===== config.mk =====
export PLATFORM = sky130hd
export DESIGN_NAME = calc_operand_datapath
export DESIGN_NICKNAME = d
export VERILOG_FILES = /design/src/rtl/calc_operand_datapath.sv
export SDC_FILE = /design/constraint.sdc
export NUM_CORES = 1
export LEC_CHECK = 0
export BUFFER_PORTS_ARGS = -buffer_cell sky130_fd_sc_hd__buf_4
export CAP_MARGIN = 0
export CORE_AREA = 2 2 125 176
export CTS_CLUSTER_DIAMETER = 200
export CTS_CLUSTER_SIZE = 20
export DETAILED_ROUTE_END_ITERATION = 10
export DIE_AREA = 0 0 127 178
export PLACE_DENSITY = 0.47
export SLEW_MARGIN = 30
export SYNTH_ARGS = -nofsm -noshare
export SYNTH_HDL_FRONTEND = slang
export SYNTH_SLANG_ARGS = --single-unit

===== constraint.sdc =====
create_clock -name clk -period 5.08 [get_ports clk]
set_input_delay 1.016 -clock clk [delete_from_list [all_inputs] [get_ports clk]]
set_output_delay 1.016 -clock clk [all_outputs]
set_load 0.01 [all_outputs]

===== src/rtl/calc_operand_datapath.sv =====
// Calculator datapath: digit-wise operand entry, opcode latch, registered ALU
// result with flags, and a phase-selected display value.
module calc_operand_datapath #(
    parameter int W     = 16,
    parameter int DIG_W = 4,
    localparam int NDIG = W / DIG_W,
    localparam int CW   = $clog2(NDIG + 1)
) (
    input  logic             clk,
    input  logic             rst,
    input  logic             trigger_1,
    input  logic             trigger_2,
    input  logic             trigger_op,
    input  logic [1:0]       estado,
    input  logic [DIG_W-1:0] digit_in,
    input  logic [2:0]       opcode_in,
    output logic [W-1:0]     display,
    output logic [W-1:0]     result,
    output logic             result_valid,
    output logic [3:0]       flags,
    output logic [CW-1:0]    ndig_a,
    output logic [CW-1:0]    ndig_b
);

    localparam logic [1:0] PH_A   = 2'd0;
    localparam logic [1:0] PH_B   = 2'd1;
    localparam logic [1:0] PH_OP  = 2'd2;
    localparam logic [1:0] PH_RES = 2'd3;

    localparam logic [CW-1:0] NDIG_C = CW'(NDIG);

    logic [W-1:0] op_a, op_b;
    logic [2:0]   opcode;
    logic [1:0]   estado_q;

    logic         clear, compute, cap_a, cap_b;
    logic [W:0]   sum, diff;
    logic [W-1:0] alu_r;
    logic         alu_c, alu_v;

    // Re-entering phase 0 from anywhere starts a fresh calculation.
    assign clear   = (estado == PH_A) && (estado_q != PH_A);
    assign compute = (estado == PH_RES) && (estado_q != PH_RES);
    assign cap_a   = trigger_1 && (estado == PH_A) && (ndig_a < NDIG_C);
    assign cap_b   = trigger_2 && (estado == PH_B) && (ndig_b < NDIG_C);

    always_comb begin
        sum   = {1'b0, op_a} + {1'b0, op_b};
        diff  = {1'b0, op_a} - {1'b0, op_b};
        alu_r = op_a;
        alu_c = 1'b0;
        alu_v = 1'b0;
        case (opcode)
            3'b000: begin
                alu_r = sum[W-1:0];
                alu_c = sum[W];
                alu_v = (op_a[W-1] == op_b[W-1]) && (alu_r[W-1] != op_a[W-1]);
            end
            3'b001: begin
                // diff[W] is the borrow: set exactly when A < B unsigned
                alu_r = diff[W-1:0];
                alu_c = diff[W];
                alu_v = (op_a[W-1] != op_b[W-1]) && (alu_r[W-1] != op_a[W-1]);
            end
            3'b010:  alu_r = op_a & op_b;
            3'b011:  alu_r = op_a | op_b;
            3'b100:  alu_r = op_a ^ op_b;
            3'b101:  alu_r = op_a << op_b[3:0];
            3'b110:  alu_r = op_a >> op_b[3:0];
            default: alu_r = op_a;
        endcase
    end

    always_ff @(posedge clk or posedge rst) begin
        if (rst) begin
            op_a         <= '0;
            op_b         <= '0;
            ndig_a       <= '0;
            ndig_b       <= '0;
            opcode       <= '0;
            result       <= '0;
            flags        <= '0;
            result_valid <= 1'b0;
            estado_q     <= PH_A;
        end else begin
            estado_q <= estado;
            if (clear) begin
                op_a         <= '0;
                op_b         <= '0;
                ndig_a       <= '0;
                ndig_b       <= '0;
                opcode       <= '0;
                result       <= '0;
                flags        <= '0;
                result_valid <= 1'b0;
            end else begin
                if (cap_a) begin
                    op_a   <= {op_a[W-DIG_W-1:0], digit_in};
                    ndig_a <= ndig_a + CW'(1);
                end
                if (cap_b) begin
                    op_b   <= {op_b[W-DIG_W-1:0], digit_in};
                    ndig_b <= ndig_b + CW'(1);
                end
                if (trigger_op && (estado == PH_OP))
                    opcode <= opcode_in;
                if (compute) begin
                    result       <= alu_r;
                    flags        <= {alu_c, (alu_r == '0), alu_r[W-1], alu_v};
                    result_valid <= 1'b1;
                end
            end
        end
    end

    always_comb begin
        display = '0;
        case (estado)
            PH_A:    display = op_a;
            PH_B:    display = op_b;
            PH_OP:   display = {{(W-3){1'b0}}, opcode};
            default: display = result_valid ? result : '0;
        endcase
    end

endmodule

==> Word-level counts from Yosys, hierarchy flattened <==
Index checks and enable logic that the tools add are counted.
{ "op_classes": {"muxes": 21, "reduce_logical": 17, "shifts": 2, "add_sub_neg": 4, "bitwise_logic": 3, "eq_ne": 14, "n_lt_le_gt_ge": 2} }
{ "ops": {"columns": ["op", "count"], "rows": [
  ["$mux W16", 7],
  ["$pmux W16 S7", 1],
  ["$pmux W16 S3", 1],
  ["$mux W3", 6],
  ["$add A16 B16 Y17", 1],
  ["$sub A16 B16 Y17", 1],
  ["$and A16 B16 Y16", 1],
  ["$logic_not A16 Y1", 1],
  ["$or A16 B16 Y16", 1],
  ["$shl A16 B4 Y16", 1],
  ["$shr A16 B4 Y16", 1],
  ["$xor A16 B16 Y16", 1],
  ["$reduce_bool A2 Y1", 5],
  ["$eq A3 B3 Y1 const B", 3],
  ["$logic_and A1 B1 Y1", 9],
  ["$mux W4", 2],
  ["$add A3 B1 Y3 const B", 2],
  ["$eq A3 B2 Y1 const B", 2],
  ["$lt A3 B3 Y1 const B", 2],
  ["$eq A2 B2 Y1 const B", 2],
  ["$pmux W1 S2", 2],
  ["$eq A3 B1 Y1 const B", 1],
  ["$logic_not A3 Y1", 1],
  ["$ne A1 B1 Y1", 3],
  ["5 further kinds", 6]
]} }
{ "word_totals": {"in_bits": 14, "word_cells": 72, "reg_bits": 64} }

==> Depth between registers and ports, before layout <==
{ "depth": {"ltp_word": 6, "ltp_mapped": 14, "mapped_depth_nobuf": 13} }

==> Least setup slack after synthesis <==
OpenSTA, ideal clock, no wires.
{ "synth_timing": {"path_kind": "register to register", "startpoint": "reg op_b[2]", "endpoint": "reg flags[2]", "setup_ps": 67, "t_required_ps": 5013, "setup_slack_ps": 1688, "t_arrival_ps": 3325, "stages_incl_launch_ff": 15, "period_less_slack_ps": 3392, "cell_sequence": "dfrtp_1 buf_2 inv_1 clkbuf_1 ha_1 buf_2 nand2b_1 a211oi_1 o2111ai_1 mux2i_1 a2111o_1 o32ai_2 o211ai_1 nor4b_2 a32o_2"} }
{ "synth_between": {"elab_chain_cells": 5, "word_cells_on_any_way": 11, "classes_between": "2 x add/sub; 2 x shift; 3 x mux; 3 x bitwise; 1 x reduce/logical"} }
{ "synth_rtl": {"columns": ["item", "line", "text"], "rows": [
  ["from (decl)", "32", "logic [W-1:0] op_a, op_b;"],
  ["from (signal assigned)", "102", "op_b <= {op_b[W-DIG_W-1:0], digit_in};"],
  ["$sub A16 B16 Y17, or another cell as far along", "49", "diff = {1'b0, op_a} - {1'b0, op_b};"],
  ["$pmux W16 S7 *", "53", "case (opcode)"],
  ["$logic_not A16 Y1 *", "109", "flags <= {alu_c, (alu_r == '0), alu_r[W-1], alu_v};"],
  ["$mux W4 *", "107", "if (compute) begin"],
  ["$mux W4 *", "87", "if (clear) begin"],
  ["to (signal assigned)", "109", null],
  ["to (decl)", "20", "output logic [3:0] flags,"]
]} }
Every way passes the cells marked *; elsewhere a longest branch is shown, timed or not. The select of a mux whose other input is x is not followed.
A chain may end at the register's enable or synchronous reset.

==> Final worst setup path <==
{ "layout_timing": {"startpoint": "reg op_a[1]", "endpoint": "reg flags[2]"} }
{ "layout_between": {"elab_chain_cells": 5, "word_cells_on_any_way": 11, "classes_between": "2 x add/sub; 2 x shift; 3 x mux; 3 x bitwise; 1 x reduce/logical"} }
{ "layout_rtl": {"columns": ["item", "line", "text"], "rows": [
  ["from (decl)", "32", null],
  ["from (signal assigned)", "98", "op_a <= {op_a[W-DIG_W-1:0], digit_in};"],
  ["$sub A16 B16 Y17, or another cell as far along", "49", null],
  ["$pmux W16 S7 *", "53", null],
  ["$logic_not A16 Y1 *", "109", null],
  ["$mux W4 *", "107", null],
  ["$mux W4 *", "87", null]
]} }
Marks and branches as above.

==> key figures <==
Synth
  – Synth cell types: 86
  – Post-Synthesis Cells: 919
  – Synth Flop Type: dfrtp_1
  – Syn. warnings: 0
  – Synthesized area: 7230 um2
  – Top cells by area, synth: dfrtp_1 22%, ha_1 9.4%, nand2_1 7.5%
  – Post-synth EDFFs: 0
  – Asr flop ratio synth: 1.00
  – Dominant cell type by area after synthesis: dfrtp_1
  – Net Count, Synth: 989
  – #FFs+latches synth: 63
  – Yosys top cell area share: 0.218
  – Register area share after synthesis: 0.218
  – Post-Syn Area per Cell: 7.86 um2

Critical path
  – Worst setup SP type: flop
  – Crit path kind: reg2reg
  – Reg2reg end: flags[2]
  – FF-to-FF path depth: 11
  – CP Data Required Time: 5.35 ns
  – Setup crit end kind: flop
  – Worst R2R Setup Slack: 1.04 ns
  – Worst r2r src: op_a[1]
  – Slowest stage cell, crit path: a211oi_1
  – Critical path cell sequence: inv_1, fa_1, nand2b_1, a211oi_1, o2111ai_1, mux2i_1, a2111o_1, o32ai_2, o211ai_1, nor4b_2, a32o_2
  – CP peak stage delay: 0.66 ns
  – Worst-path fanout max: 14
  – WP data arrival: 4.31 ns

Clock tree
  – TritonCTS clock tree: done
  – CTS H-Tree Depth: 3
  – Total CTS buffers: 9
  – CTS-repair resized insts: 0
  – Root buffer cell: clkbuf_16
  – Hold-fix buffers, CTS: 0
  – CTS clk-pin slew, worst paths: 0.06 ns
  – Post-CTS Setup Repair Bufs: 0
  – Bufs on Longest Clock Path: 2
  – CTS Sinks: 63
  – Skew-Pair Late Insertion Delay: 0.34 ns

Global routing
  – Overflow after GRT: 0
  – Total track usage: 0.267
  – Number of global-route vias before repair: 7199
  – Largest net degree at the start of global routing: 48
  – Initial antenna violation count: 0
  – First-pass GRT wire length: 45.6 mm

Route
  – Via/cell ratio: 6.08
  – Wire length per cell: 25.0 um
  – Final WL: 30.0 mm
  – Drt initial violations: 634
  – # DRC: 0
  – Post-route ant nets: 0
  – Drt pass-1 iters: 5
  – Vias post-DR: 7287

Power
  – Final Power: 2.04 mW
  – P_leak: 3.30 nW
  – Peak supply drop: 0.000306 V
  – Power per cell area: 251 nW/um2

Die
  – Die width: 127 um
  – IO Pins: 57
  – Die extent in y: 178 um
  – Num rows: 63
  – Initial Util: 0.345
  – Die area: 22600 um2
  – Core area: 21000 um2

STA
  – Hold Vio Cnt, Final: 0
  – Slew margin rel.: 0.393
  – Post-layout minimum cycle time: 4.04 ns
  – Achievable frequency: 0.248 GHz
  – Unrepaired setup endpoints after global routing: false
  – Worst-margin pin slew: 0.909 ns
  – Setup ws final: 1.04 ns
  – Setup TNS: 0 ns
  – Max-slew violation count: 0
  – Clock Skew: 0.00651 ns
  – Final setup violation count: 0
  – Final period util: 0.795

Finish
  – Post-layout util: 0.388
  – Antenna diodes: 0
  – Layout Area Growth over Synthesis: 12.5%
  – Final Non-Filler Cells: 1198
  – Fraction of layout cells with a size suffix above 1: 0.164
  – Nets: 1003

Min path
  – Hold_sp: flags[3]
  – Worst Hold End: flags[3]
  – Worst Hold Depth: 2
  – Worst hold path class: reg2reg

Job
  – Max-cap viol count: 0

Place
  – RD Place Congestion: 0.981
  – Pre-CTS setup slack: 1.10 ns
  – Placed instance count: 1182
  – Final HPWL from detailed placement: 22.4 mm
  – Buffers on Ports: 56

Status
  – Outcome: finished, final reports clean
[Yosys cell counts (13+ instances only)]
library cell	instances
inv_1	49
mux2i_1	33
o21ai_0	63
nor3_1	15
dfrtp_1	63
clkbuf_1	55
o22ai_1	14
a211oi_1	13
ha_1	54
mux4_2	21
nor2_1	57
nand2_1	145
a21oi_1	72
nand3_1	21
buf_2	22
[registers in the layout, indices dropped and copies added, names as in the netlist]
name / flops
result_valid: 1
op_a: 16
flags: 4
op_b: 16
ndig_a: 3
result: 15
estado_q: 2
opcode: 3
ndig_b: 3
[stage by stage]
step / hold WS [ns] / instance area [um2]
CTS: 0.494 / 8130
detailed placement: 0.481 / 7840
global placement: 0.474 / 7840
finish: 0.487 / 8130
floorplan: 0.516 / 7230
global route: 0.546 / 8130
[critical path, delay by kind of cell, from the launching register on]
family / cells / cell delay [ns]
fa+ha+maj: 1 / 0.48
compound gates: 6 / 2.03
buf+inv: 1 / 0.17
simple gates: 2 / 0.45
mux: 1 / 0.18
flops: 1 / 0.65
[power by group]
group	total [mW]	switching [mW]	internal, mW
combinational	0.808	0.498	0.310
clock	0.615	0.237	0.378
sequential	0.615	0.0697	0.546
total	2.04	0.805	1.23
[layer usage]
metal | vias to the layer above | track usage | part of all wire
met5 | - | 0 | 0
met4 | 0 | 0.124 | 0.041
met3 | 64 | 0.0240 | 0.044
met2 | 285 | 0.458 | 0.49
met1 | 3574 | 0.340 | 0.42
li1 | 3364 | - | -
[worst max path at each step]
stage / end / slack [ns] / start
2_1_floorplan: flags[2] / 1.69 / op_b[2]
3_3_place_gp: flags[2] / 1.20 / op_a[0]
3_5_place_dp: flags[2] / 1.10 / op_a[1]
4_1_cts: flags[2] / 1.07 / op_a[1]
5_1_grt: flags[2] / 0.80 / op_a[1]
6_report: flags[2] / 1.04 / op_a[1]
[cell families after synthesis]
family | synth area share
flip-flops | 0.218
multiplexers | 0.127
AND/OR/NAND/NOR | 0.194
XOR/XNOR | 0.00849
AO/OA/AOI/OAI | 0.273
buffers and inverters | 0.0807
adder cells (fa/ha/maj) | 0.0990
[cell usage in the layout, fill, tap and decap left out, drive strengths merged, types with 10 or more instances in the layout]
master / n
mux4: 21
nand2b: 10
ha: 54
inv: 49
mux2: 10
nor3: 16
o21ai: 67
a21oi: 72
buf: 89
nand2: 145
nor2b: 10
dfrtp: 63
o22ai: 14
a211oi: 13
nand3: 21
mux2i: 33
nor2: 58
clkbuf: 10
[area by class of cell]
type | count | area [um2]
clock buffer | 10 | 229
timing repair buffer | 89 | 668
multi-input combinational | 720 | 5080
fill | 2189 | 12800
inverter | 50 | 188
clock inverter | 6 | 62.6
sequential | 63 | 1580
tap | 260 | 325
Note: power is estimated with default switching activity, not from simulation.
